## config.mk

```make
export PLATFORM = sky130hd
export DESIGN_NAME = if_stream_monitor_flat
export DESIGN_NICKNAME = d
export VERILOG_FILES = /design/src/rtl/if_stream_monitor_pkg.sv /design/src/rtl/if_stream_monitor_if.sv /design/src/rtl/if_stream_monitor_sat_counter.sv /design/src/rtl/if_stream_monitor.sv /design/src/flat_wrapper.sv
export SDC_FILE = /design/constraint.sdc
export NUM_CORES = 1
export LEC_CHECK = 0
export BUFFER_PORTS_ARGS = -buffer_cell sky130_fd_sc_hd__buf_4
export CORE_UTILIZATION = 55
export CTS_BUF_LIST = sky130_fd_sc_hd__clkbuf_4
export DETAILED_ROUTE_END_ITERATION = 8
export GPL_TIMING_DRIVEN = 0
export PLACE_DENSITY = 0.82
export SLEW_MARGIN = 20
export SYNTH_ARGS = -nofsm -noshare
export SYNTH_HDL_FRONTEND = slang
export SYNTH_SLANG_ARGS = --single-unit
```

## constraint.sdc

```tcl
create_clock -name clk -period 31.3 [get_ports clk]
set_clock_uncertainty 0.05 [all_clocks]
set_input_delay 6.26 -clock clk [delete_from_list [all_inputs] [get_ports clk]]
set_output_delay 6.26 -clock clk [all_outputs]
set_load 0.01 [all_outputs]
```

## src/rtl/if_stream_monitor_pkg.sv

```systemverilog
// Shared constants for the fetch->decode stream monitor: error bit positions,
// event counter slots and cross-cover slots.
package if_mon_pkg;

  localparam int ERR_W              = 4;
  localparam int ERR_RESTART_MULTI  = 0;
  localparam int ERR_VALID_UNSTABLE = 1;
  localparam int ERR_FLUSH_VALID    = 2;
  localparam int ERR_LANE_HOLE      = 3;

  localparam int NUM_EVT       = 8;
  localparam int EVT_FLUSH     = 0;
  localparam int EVT_INV_PRED  = 1;
  localparam int EVT_INV_INSTR = 2;
  localparam int EVT_CALL      = 3;
  localparam int EVT_RET       = 4;
  localparam int EVT_XFER      = 5;
  localparam int EVT_STALL     = 6;
  localparam int EVT_LANES     = 7;

  localparam int NUM_COV            = 6;
  localparam int COV_FLUSH_MISS     = 0;
  localparam int COV_INV_PRED_MISS  = 1;
  localparam int COV_INV_INSTR_MISS = 2;
  localparam int COV_PARTIAL_1      = 3;
  localparam int COV_PARTIAL_2      = 4;
  localparam int COV_PARTIAL_3      = 5;

endpackage

```

## src/rtl/if_stream_monitor_if.sv

```systemverilog
// Fetch->decode boundary bundle; the master side is the fetch stage, the
// slave side is any passive observer (it only ever reads).
interface if_stream_monitor_if #(
  parameter int LANES    = 2,
  parameter int PACKET_W = 64
);
  logic                      valid_o;
  logic                      ready_in;
  logic [LANES*PACKET_W-1:0] data_out;
  logic [LANES-1:0]          lane_valid_i;
  logic                      must_flush;
  logic                      invalid_prediction;
  logic                      invalid_instruction;
  logic                      is_return_in;
  logic                      is_jumpl;
  logic                      hit_cache;
  logic                      miss;
  logic                      partial_access;
  logic [1:0]                partial_type;

  modport master (
    output valid_o, data_out, lane_valid_i, must_flush, invalid_prediction,
           invalid_instruction, is_return_in, is_jumpl, hit_cache, miss,
           partial_access, partial_type,
    input  ready_in
  );

  modport slave (
    input valid_o, ready_in, data_out, lane_valid_i, must_flush,
          invalid_prediction, invalid_instruction, is_return_in, is_jumpl,
          hit_cache, miss, partial_access, partial_type
  );
endinterface

```

## src/rtl/if_stream_monitor_sat_counter.sv

```systemverilog
// Saturating up-counter: adds inc_i each cycle, sticks at all-ones.
// Latency 1 cycle; synchronous clear_i wins over the increment.
module sat_counter #(
  parameter int W     = 16,
  parameter int INC_W = 1
) (
  input  logic             clk,
  input  logic             rst,
  input  logic             clear_i,
  input  logic [INC_W-1:0] inc_i,
  output logic [W-1:0]     cnt_o
);

  localparam int             SW  = ((W > INC_W) ? W : INC_W) + 1;
  localparam logic [SW-1:0]  MAX = SW'({W{1'b1}});

  logic [SW-1:0] sum;
  assign sum = SW'(cnt_o) + SW'(inc_i);

  always_ff @(posedge clk or posedge rst) begin
    if (rst) begin
      cnt_o <= '0;
    end else if (clear_i) begin
      cnt_o <= '0;
    end else if (sum > MAX) begin
      cnt_o <= '1;
    end else begin
      cnt_o <= sum[W-1:0];
    end
  end

endmodule

```

## src/rtl/if_stream_monitor.sv

```systemverilog
// Passive fetch->decode protocol monitor: sticky errors, first-error record, event counters.
// Latency 1 cycle, never drives ready (no backpressure); IFMON_COVER_EN adds cross-cover counters.
module if_stream_monitor
  import if_mon_pkg::*;
#(
  parameter int LANES    = 2,
  parameter int PACKET_W = 64,
  parameter int CNT_W    = 16
) (
  input  logic                     clk,
  input  logic                     rst,
  input  logic                     clear_i,
  if_stream_monitor_if.slave       mon,
  output logic [ERR_W-1:0]         err_flags_o,
  output logic                     err_any_o,
  output logic [ERR_W-1:0]         first_err_o,
  output logic [CNT_W-1:0]         first_err_cycle_o,
  output logic [NUM_EVT*CNT_W-1:0] evt_cnt_o,
  output logic [NUM_COV*CNT_W-1:0] cov_cnt_o
);

  localparam int PC_W = $clog2(LANES + 1);

  logic [ERR_W-1:0]          det;
  logic                      hold_vld;
  logic [LANES*PACKET_W-1:0] hold_data;
  logic [LANES-1:0]          hold_lanes;
  logic [LANES-1:0]          lanes_p1;
  logic [PC_W-1:0]           lane_pop;
  logic [CNT_W-1:0]          cycle_cnt;
  logic [PC_W-1:0]           evt_inc [NUM_EVT];
  logic                      xfer;
  logic                      stall;

  assign xfer     = mon.valid_o && mon.ready_in;
  assign stall    = mon.valid_o && !mon.ready_in;
  assign lanes_p1 = mon.lane_valid_i + LANES'(1);

  always_comb begin
    lane_pop = '0;
    for (int i = 0; i < LANES; i++) begin
      lane_pop = lane_pop + PC_W'(mon.lane_valid_i[i]);
    end
  end

  // A contiguous 0..01..1 mask has no bit in common with itself plus one.
  always_comb begin
    det = '0;
    det[ERR_RESTART_MULTI]  = (mon.invalid_prediction && mon.invalid_instruction) ||
                              (mon.invalid_prediction && mon.is_return_in) ||
                              (mon.invalid_instruction && mon.is_return_in);
    det[ERR_VALID_UNSTABLE] = hold_vld && !mon.must_flush &&
                              (!mon.valid_o || (mon.data_out != hold_data) ||
                               (mon.lane_valid_i != hold_lanes));
    det[ERR_FLUSH_VALID]    = mon.must_flush && mon.valid_o;
    det[ERR_LANE_HOLE]      = mon.valid_o && ((mon.lane_valid_i == '0) ||
                              ((mon.lane_valid_i & lanes_p1) != '0));
  end

  assign err_any_o = |err_flags_o;

  always_ff @(posedge clk or posedge rst) begin
    if (rst) begin
      hold_vld          <= 1'b0;
      hold_data         <= '0;
      hold_lanes        <= '0;
      err_flags_o       <= '0;
      first_err_o       <= '0;
      first_err_cycle_o <= '0;
    end else if (clear_i) begin
      hold_vld          <= 1'b0;
      hold_data         <= '0;
      hold_lanes        <= '0;
      err_flags_o       <= '0;
      first_err_o       <= '0;
      first_err_cycle_o <= '0;
    end else begin
      hold_vld <= stall && !mon.must_flush;
      if (stall) begin
        hold_data  <= mon.data_out;
        hold_lanes <= mon.lane_valid_i;
      end
      err_flags_o <= err_flags_o | det;
      if (!err_any_o && (det != '0)) begin
        first_err_o       <= det;
        first_err_cycle_o <= cycle_cnt;
      end
    end
  end

  sat_counter #(.W(CNT_W), .INC_W(1)) u_cycle (
    .clk     (clk),
    .rst     (rst),
    .clear_i (clear_i),
    .inc_i   (1'b1),
    .cnt_o   (cycle_cnt)
  );

  always_comb begin
    evt_inc[EVT_FLUSH]     = PC_W'(mon.must_flush);
    evt_inc[EVT_INV_PRED]  = PC_W'(mon.invalid_prediction);
    evt_inc[EVT_INV_INSTR] = PC_W'(mon.invalid_instruction);
    evt_inc[EVT_CALL]      = PC_W'(mon.is_jumpl);
    evt_inc[EVT_RET]       = PC_W'(mon.is_return_in);
    evt_inc[EVT_XFER]      = PC_W'(xfer);
    evt_inc[EVT_STALL]     = PC_W'(stall);
    evt_inc[EVT_LANES]     = xfer ? lane_pop : '0;
  end

  for (genvar g = 0; g < NUM_EVT; g++) begin : g_evt
    sat_counter #(.W(CNT_W), .INC_W(PC_W)) u_evt (
      .clk     (clk),
      .rst     (rst),
      .clear_i (clear_i),
      .inc_i   (evt_inc[g]),
      .cnt_o   (evt_cnt_o[g*CNT_W +: CNT_W])
    );
  end

`ifdef IFMON_COVER_EN
  logic [NUM_COV-1:0] cov_inc;
  logic               part_hit;

  assign part_hit                    = mon.partial_access && mon.hit_cache;
  assign cov_inc[COV_FLUSH_MISS]     = mon.must_flush && mon.miss;
  assign cov_inc[COV_INV_PRED_MISS]  = mon.invalid_prediction && mon.miss;
  assign cov_inc[COV_INV_INSTR_MISS] = mon.invalid_instruction && mon.miss;
  assign cov_inc[COV_PARTIAL_1]      = part_hit && (mon.partial_type == 2'd1);
  assign cov_inc[COV_PARTIAL_2]      = part_hit && (mon.partial_type == 2'd2);
  assign cov_inc[COV_PARTIAL_3]      = part_hit && (mon.partial_type == 2'd3);

  for (genvar c = 0; c < NUM_COV; c++) begin : g_cov
    sat_counter #(.W(CNT_W), .INC_W(1)) u_cov (
      .clk     (clk),
      .rst     (rst),
      .clear_i (clear_i),
      .inc_i   (cov_inc[c]),
      .cnt_o   (cov_cnt_o[c*CNT_W +: CNT_W])
    );
  end
`else
  logic unused_cover;
  assign unused_cover = ^{mon.hit_cache, mon.miss, mon.partial_access, mon.partial_type};
  assign cov_cnt_o    = '0;
`endif

endmodule

```

## src/flat_wrapper.sv

```systemverilog
// flat-port wrapper written by rule: the top's interface ports become plain ports
module if_stream_monitor_flat import if_mon_pkg::*;
#(
  parameter int LANES    = 2,
  parameter int PACKET_W = 64,
  parameter int CNT_W    = 16
)
  (clk, rst, clear_i, err_flags_o, err_any_o, first_err_o, first_err_cycle_o, evt_cnt_o, cov_cnt_o, mon_valid_o, mon_ready_in, mon_data_out, mon_lane_valid_i, mon_must_flush, mon_invalid_prediction, mon_invalid_instruction, mon_is_return_in, mon_is_jumpl, mon_hit_cache, mon_miss, mon_partial_access, mon_partial_type);
  if_stream_monitor_if #(.LANES(LANES), .PACKET_W(PACKET_W)) mon_i ();
  input  logic clk;
  input  logic rst;
  input  logic clear_i;
  output logic [ERR_W-1:0] err_flags_o;
  output logic err_any_o;
  output logic [ERR_W-1:0] first_err_o;
  output logic [CNT_W-1:0] first_err_cycle_o;
  output logic [NUM_EVT*CNT_W-1:0] evt_cnt_o;
  output logic [NUM_COV*CNT_W-1:0] cov_cnt_o;
  input wire logic [$bits(mon_i.valid_o)-1:0] mon_valid_o;
  input wire logic [$bits(mon_i.ready_in)-1:0] mon_ready_in;
  input wire logic [$bits(mon_i.data_out)-1:0] mon_data_out;
  input wire logic [$bits(mon_i.lane_valid_i)-1:0] mon_lane_valid_i;
  input wire logic [$bits(mon_i.must_flush)-1:0] mon_must_flush;
  input wire logic [$bits(mon_i.invalid_prediction)-1:0] mon_invalid_prediction;
  input wire logic [$bits(mon_i.invalid_instruction)-1:0] mon_invalid_instruction;
  input wire logic [$bits(mon_i.is_return_in)-1:0] mon_is_return_in;
  input wire logic [$bits(mon_i.is_jumpl)-1:0] mon_is_jumpl;
  input wire logic [$bits(mon_i.hit_cache)-1:0] mon_hit_cache;
  input wire logic [$bits(mon_i.miss)-1:0] mon_miss;
  input wire logic [$bits(mon_i.partial_access)-1:0] mon_partial_access;
  input wire logic [$bits(mon_i.partial_type)-1:0] mon_partial_type;
  assign mon_i.valid_o = mon_valid_o;
  assign mon_i.ready_in = mon_ready_in;
  assign mon_i.data_out = mon_data_out;
  assign mon_i.lane_valid_i = mon_lane_valid_i;
  assign mon_i.must_flush = mon_must_flush;
  assign mon_i.invalid_prediction = mon_invalid_prediction;
  assign mon_i.invalid_instruction = mon_invalid_instruction;
  assign mon_i.is_return_in = mon_is_return_in;
  assign mon_i.is_jumpl = mon_is_jumpl;
  assign mon_i.hit_cache = mon_hit_cache;
  assign mon_i.miss = mon_miss;
  assign mon_i.partial_access = mon_partial_access;
  assign mon_i.partial_type = mon_partial_type;
  if_stream_monitor #(.LANES(LANES), .PACKET_W(PACKET_W), .CNT_W(CNT_W)) u_core (.clk(clk), .rst(rst), .clear_i(clear_i), .mon(mon_i), .err_flags_o(err_flags_o), .err_any_o(err_any_o), .first_err_o(first_err_o), .first_err_cycle_o(first_err_cycle_o), .evt_cnt_o(evt_cnt_o), .cov_cnt_o(cov_cnt_o));
endmodule
```

==> results.md <==
- Clk Latency, worst-skew pair: 0.71 ns
- Syn Area/Cell: 9.071 um^2
- Post-DRT Antenna Nets: 0
- Power consumption: 0.8708 mW
- RR Startpoint: u_core.hold_data[51]
- Register cell area after layout: 7482 um^2
- Post-layout net count: 2381
- Area share of the largest cell type after synthesis: 0.4735
- Setup violators final: 0
- Clock Pin Slew Worst Setup and Hold Paths: 0.06 ns
- Hold-fix buffers, CTS: 0
- Max Buffers Root-to-Sink: 3
- Cell count after synthesis: 1742
- Die Span Y: 171.5 um
- Max VDD drop: 0.02953 mV
- Pleak: 9.476 nW
- Fmax: 0.1141 GHz
- Cells on Worst Hold Path: 2
- DIE WIDTH: 171.5 um
- Cell taking the most area after synthesis: dfrtp_1
- Area occupied by multi-input gates: 7415 um^2
- Clock sinks: 299
- Reg2reg path depth: 8
- Routed WL: 48.61 mm
- Final Hold Vio Count: 0
- Ys flop type: dfrtp_1
- Synthesized area: 15800 um^2
- Via Count: 14450
- Critical Path RT: 31.87 ns
- Layout cell share with drive strength beyond 1: 0.2364
- Final slew viol count: 0
- Final routed DRC violation total: 0
- Crit share post-route: 0.2800
- Slew margin rel.: 0.3877
- FFs w/ async S/R, synth: 1.000
- Drt first pass iters: 5
- Status: finished, final reports clean
- GRT Util Overall: 0.3313
- Least-Margin Pin Slew: 0.9100 ns
- Post_cts resized: 0
- Die area: 29410 um^2
- Vias in the first global route: 14020
- Largest net degree at the start of global routing: 102
- Max stage delay on crit path: 0.56 ns
- Final setup TNS: 0 ns
- Netlist cell types: 55
- CTS tree: yes
- Commonest non-fill, non-tap cells in the layout: buf_4, nand2_1, dfrtp_1, a21oi_1, clkbuf_4
- Row cnt: 61
- R2r setup slk: 28.16 ns
- Sequential fraction of the synthesis area: 0.4735
- Core area: 28010 um^2
- Hold Path Class: reg2reg
- Wire per inst: 18.30 um
- Overflow after GRT: 0
- Synth area leaders: dfrtp_1, a21oi_1, nand2_1
- Critical Path, Cell by Cell: buf_4 > nand2b_1 > clkbuf_1 > clkinv_1 > clkbuf_1 > ha_1 > ha_1 > nand4_1 > nor3_1 > nand4_1 > clkbuf_1 > a21oi_1
- Hold Path Sink: u_core.hold_data[111]
- Unrepaired setup endpoints after global routing: false
- Root Buffer Master: clkbuf_4
- Area Overhead vs Synth: 26.29%
- Post-CTS Repair Setup Buffers: 0
- DR iter-0 viols: 1293
- # fillers: 2197
- Inserted Clock Buffers: 81
- FF+latch count, synth: 299
- I/O pin cnt: 394
- Warning count from the yosys run: 0
- Number of flops mapped to enable cells by yosys: 0
- CP dominant cell by count: clkbuf_1
- Pwr Density: 43.64 nW/um^2
- Placed wire-length estimate: 35.45 mm
- Final min period: 8.765 ns
- Setup crit end kind: flop
- Slowest library cell on the worst path: clkbuf_1
- Crit Path Category: in2reg
- Htree depth: 3
- IO buf count: 291
- GPL Wtd Cong: 0.9572
- Max cap viols: 0
- Setup crit start kind: primary input
- First-pass GRT wire length: 73.91 mm
- Most common cell after layout, fill and taps aside: buf_4
- Number of antenna violations at the first check in global routing: 2
- CP arrival: 9.33 ns
- Initial cell density of the core: 0.5641
- Number of vias per cell: 5.441
- Hold_sp: u_core.hold_data[111]
- R2r endpoint: u_core.first_err_cycle_o[1]
- CP max FO: 10
==> cell families (layout without fill, tap and decap cells) <==
logic type	Yosys count	in the layout	synth area share
and+or+nand+nor	660	660	0.2014
AOI/OAI and AO/OA	346	346	0.1266
DFF	299	299	0.4735
buffers and inverters	236	675	0.07982
xor gates and xnor gates	155	155	0.08591
adders and majority gates	23	23	0.01853
muxes	22	22	0.01394
other	1	98	0.0002373
==> worst max-delay path, delay by kind of cell <==
family                   cells  cell delay [ns]
buffers and inverters        5             1.33
AND/OR/NAND/NOR              4             1.02
adder cells (fa/ha/maj)      2             0.51
AO/OA/AOI/OAI                1             0.21
==> cells in the mapped netlist, types with 3 or more instances <==
| cell | count |
|---|---|
| xnor2_1 | 77 |
| a2111o_1 | 16 |
| buf_4 | 96 |
| a41oi_1 | 5 |
| nand4_1 | 34 |
| o22ai_1 | 8 |
| dfrtp_1 | 299 |
| and2_1 | 4 |
| ha_1 | 21 |
| o2111ai_1 | 9 |
| o21ai_0 | 11 |
| a31oi_1 | 7 |
| mux2i_1 | 22 |
| nand3_1 | 39 |
| a211oi_1 | 6 |
| nand2_1 | 317 |
| clkbuf_1 | 74 |
| nor2b_1 | 53 |
| a31o_2 | 3 |
| nor4_1 | 19 |
| and4_1 | 10 |
| or3_1 | 5 |
| nand2b_1 | 68 |
| nor2_1 | 58 |
| inv_1 | 63 |
| a21oi_1 | 260 |
| xor2_1 | 78 |
| or2_2 | 3 |
| nor3_1 | 20 |
| and3_1 | 16 |
| and4b_1 | 7 |
==> cell type report <==
class                           count  area share
Tap cell                          378     0.02370
Antenna cell                        2   0.0002508
Inverter                           64     0.01241
Clock inverter                     17    0.004201
Multi-Input combinational cell   1302      0.3716
Buffer                            172     0.05116
Timing Repair Buffer              294      0.1136
Clock buffer                      128     0.04815
Sequential cell                   299      0.3749
==> worst max-delay path by stage <==
stage / from / cells past startpoint / slack, ns / to
6_report: mon_ready_in / 12 / 22.54 / u_core.g_evt[6].u_evt.cnt_o[9]
5_1_grt: mon_ready_in / 12 / 22.31 / u_core.g_evt[6].u_evt.cnt_o[6]
4_1_cts: mon_ready_in / 12 / 22.63 / u_core.g_evt[6].u_evt.cnt_o[9]
2_1_floorplan: rst / 1 / 16.73 / u_core.err_flags_o[0]
3_3_place_gp: rst / 2 / 13.33 / u_core.hold_data[99]
3_5_place_dp: mon_ready_in / 12 / 21.90 / u_core.g_evt[6].u_evt.cnt_o[9]
==> flip-flops by register name, summed over array words and instances (netlist names) <==
| register | flops |
|---|---|
| u_core.hold_vld | 1 |
| u_core.g_evt.u_evt.cnt_o | 128 |
| u_core.hold_data | 128 |
| u_core.first_err_o | 4 |
| u_core.hold_lanes | 2 |
| u_core.u_cycle.cnt_o | 16 |
| u_core.err_flags_o | 4 |
| u_core.first_err_cycle_o | 16 |
==> report_power, final <==
group	leakage (nW)	switching (mW)	internal, mW
Clock	0.631	0.171	0.186
Combinational	4.73	0.0645	0.0449
Sequential	4.11	0.00806	0.397
==> layer usage <==
layer	wire (um)	GRT usage	share of wire
met1	18200	0.3958	0.37
met5	0	0	0
met2	23080	0.5425	0.47
met4	2118	0.1576	0.044
met3	5209	0.1049	0.11
==> stage by stage <==
step	cells	utilization	area, um^2	hold WS [ns]	setup WS, ns
2_1_floorplan	1837	-	16160	0.4515	16.73
3_3_place_gp	2506	0.6717	18820	0.4605	13.33
3_5_place_dp	2509	0.6749	18910	0.4607	21.90
4_1_cts	2654	0.7122	19950	0.4745	22.63
5_1_grt	2656	0.7124	19960	0.4933	22.31
6_report	2656	0.7124	19960	0.4732	22.54
No activity file was read; power rests on OpenSTA's default activity.
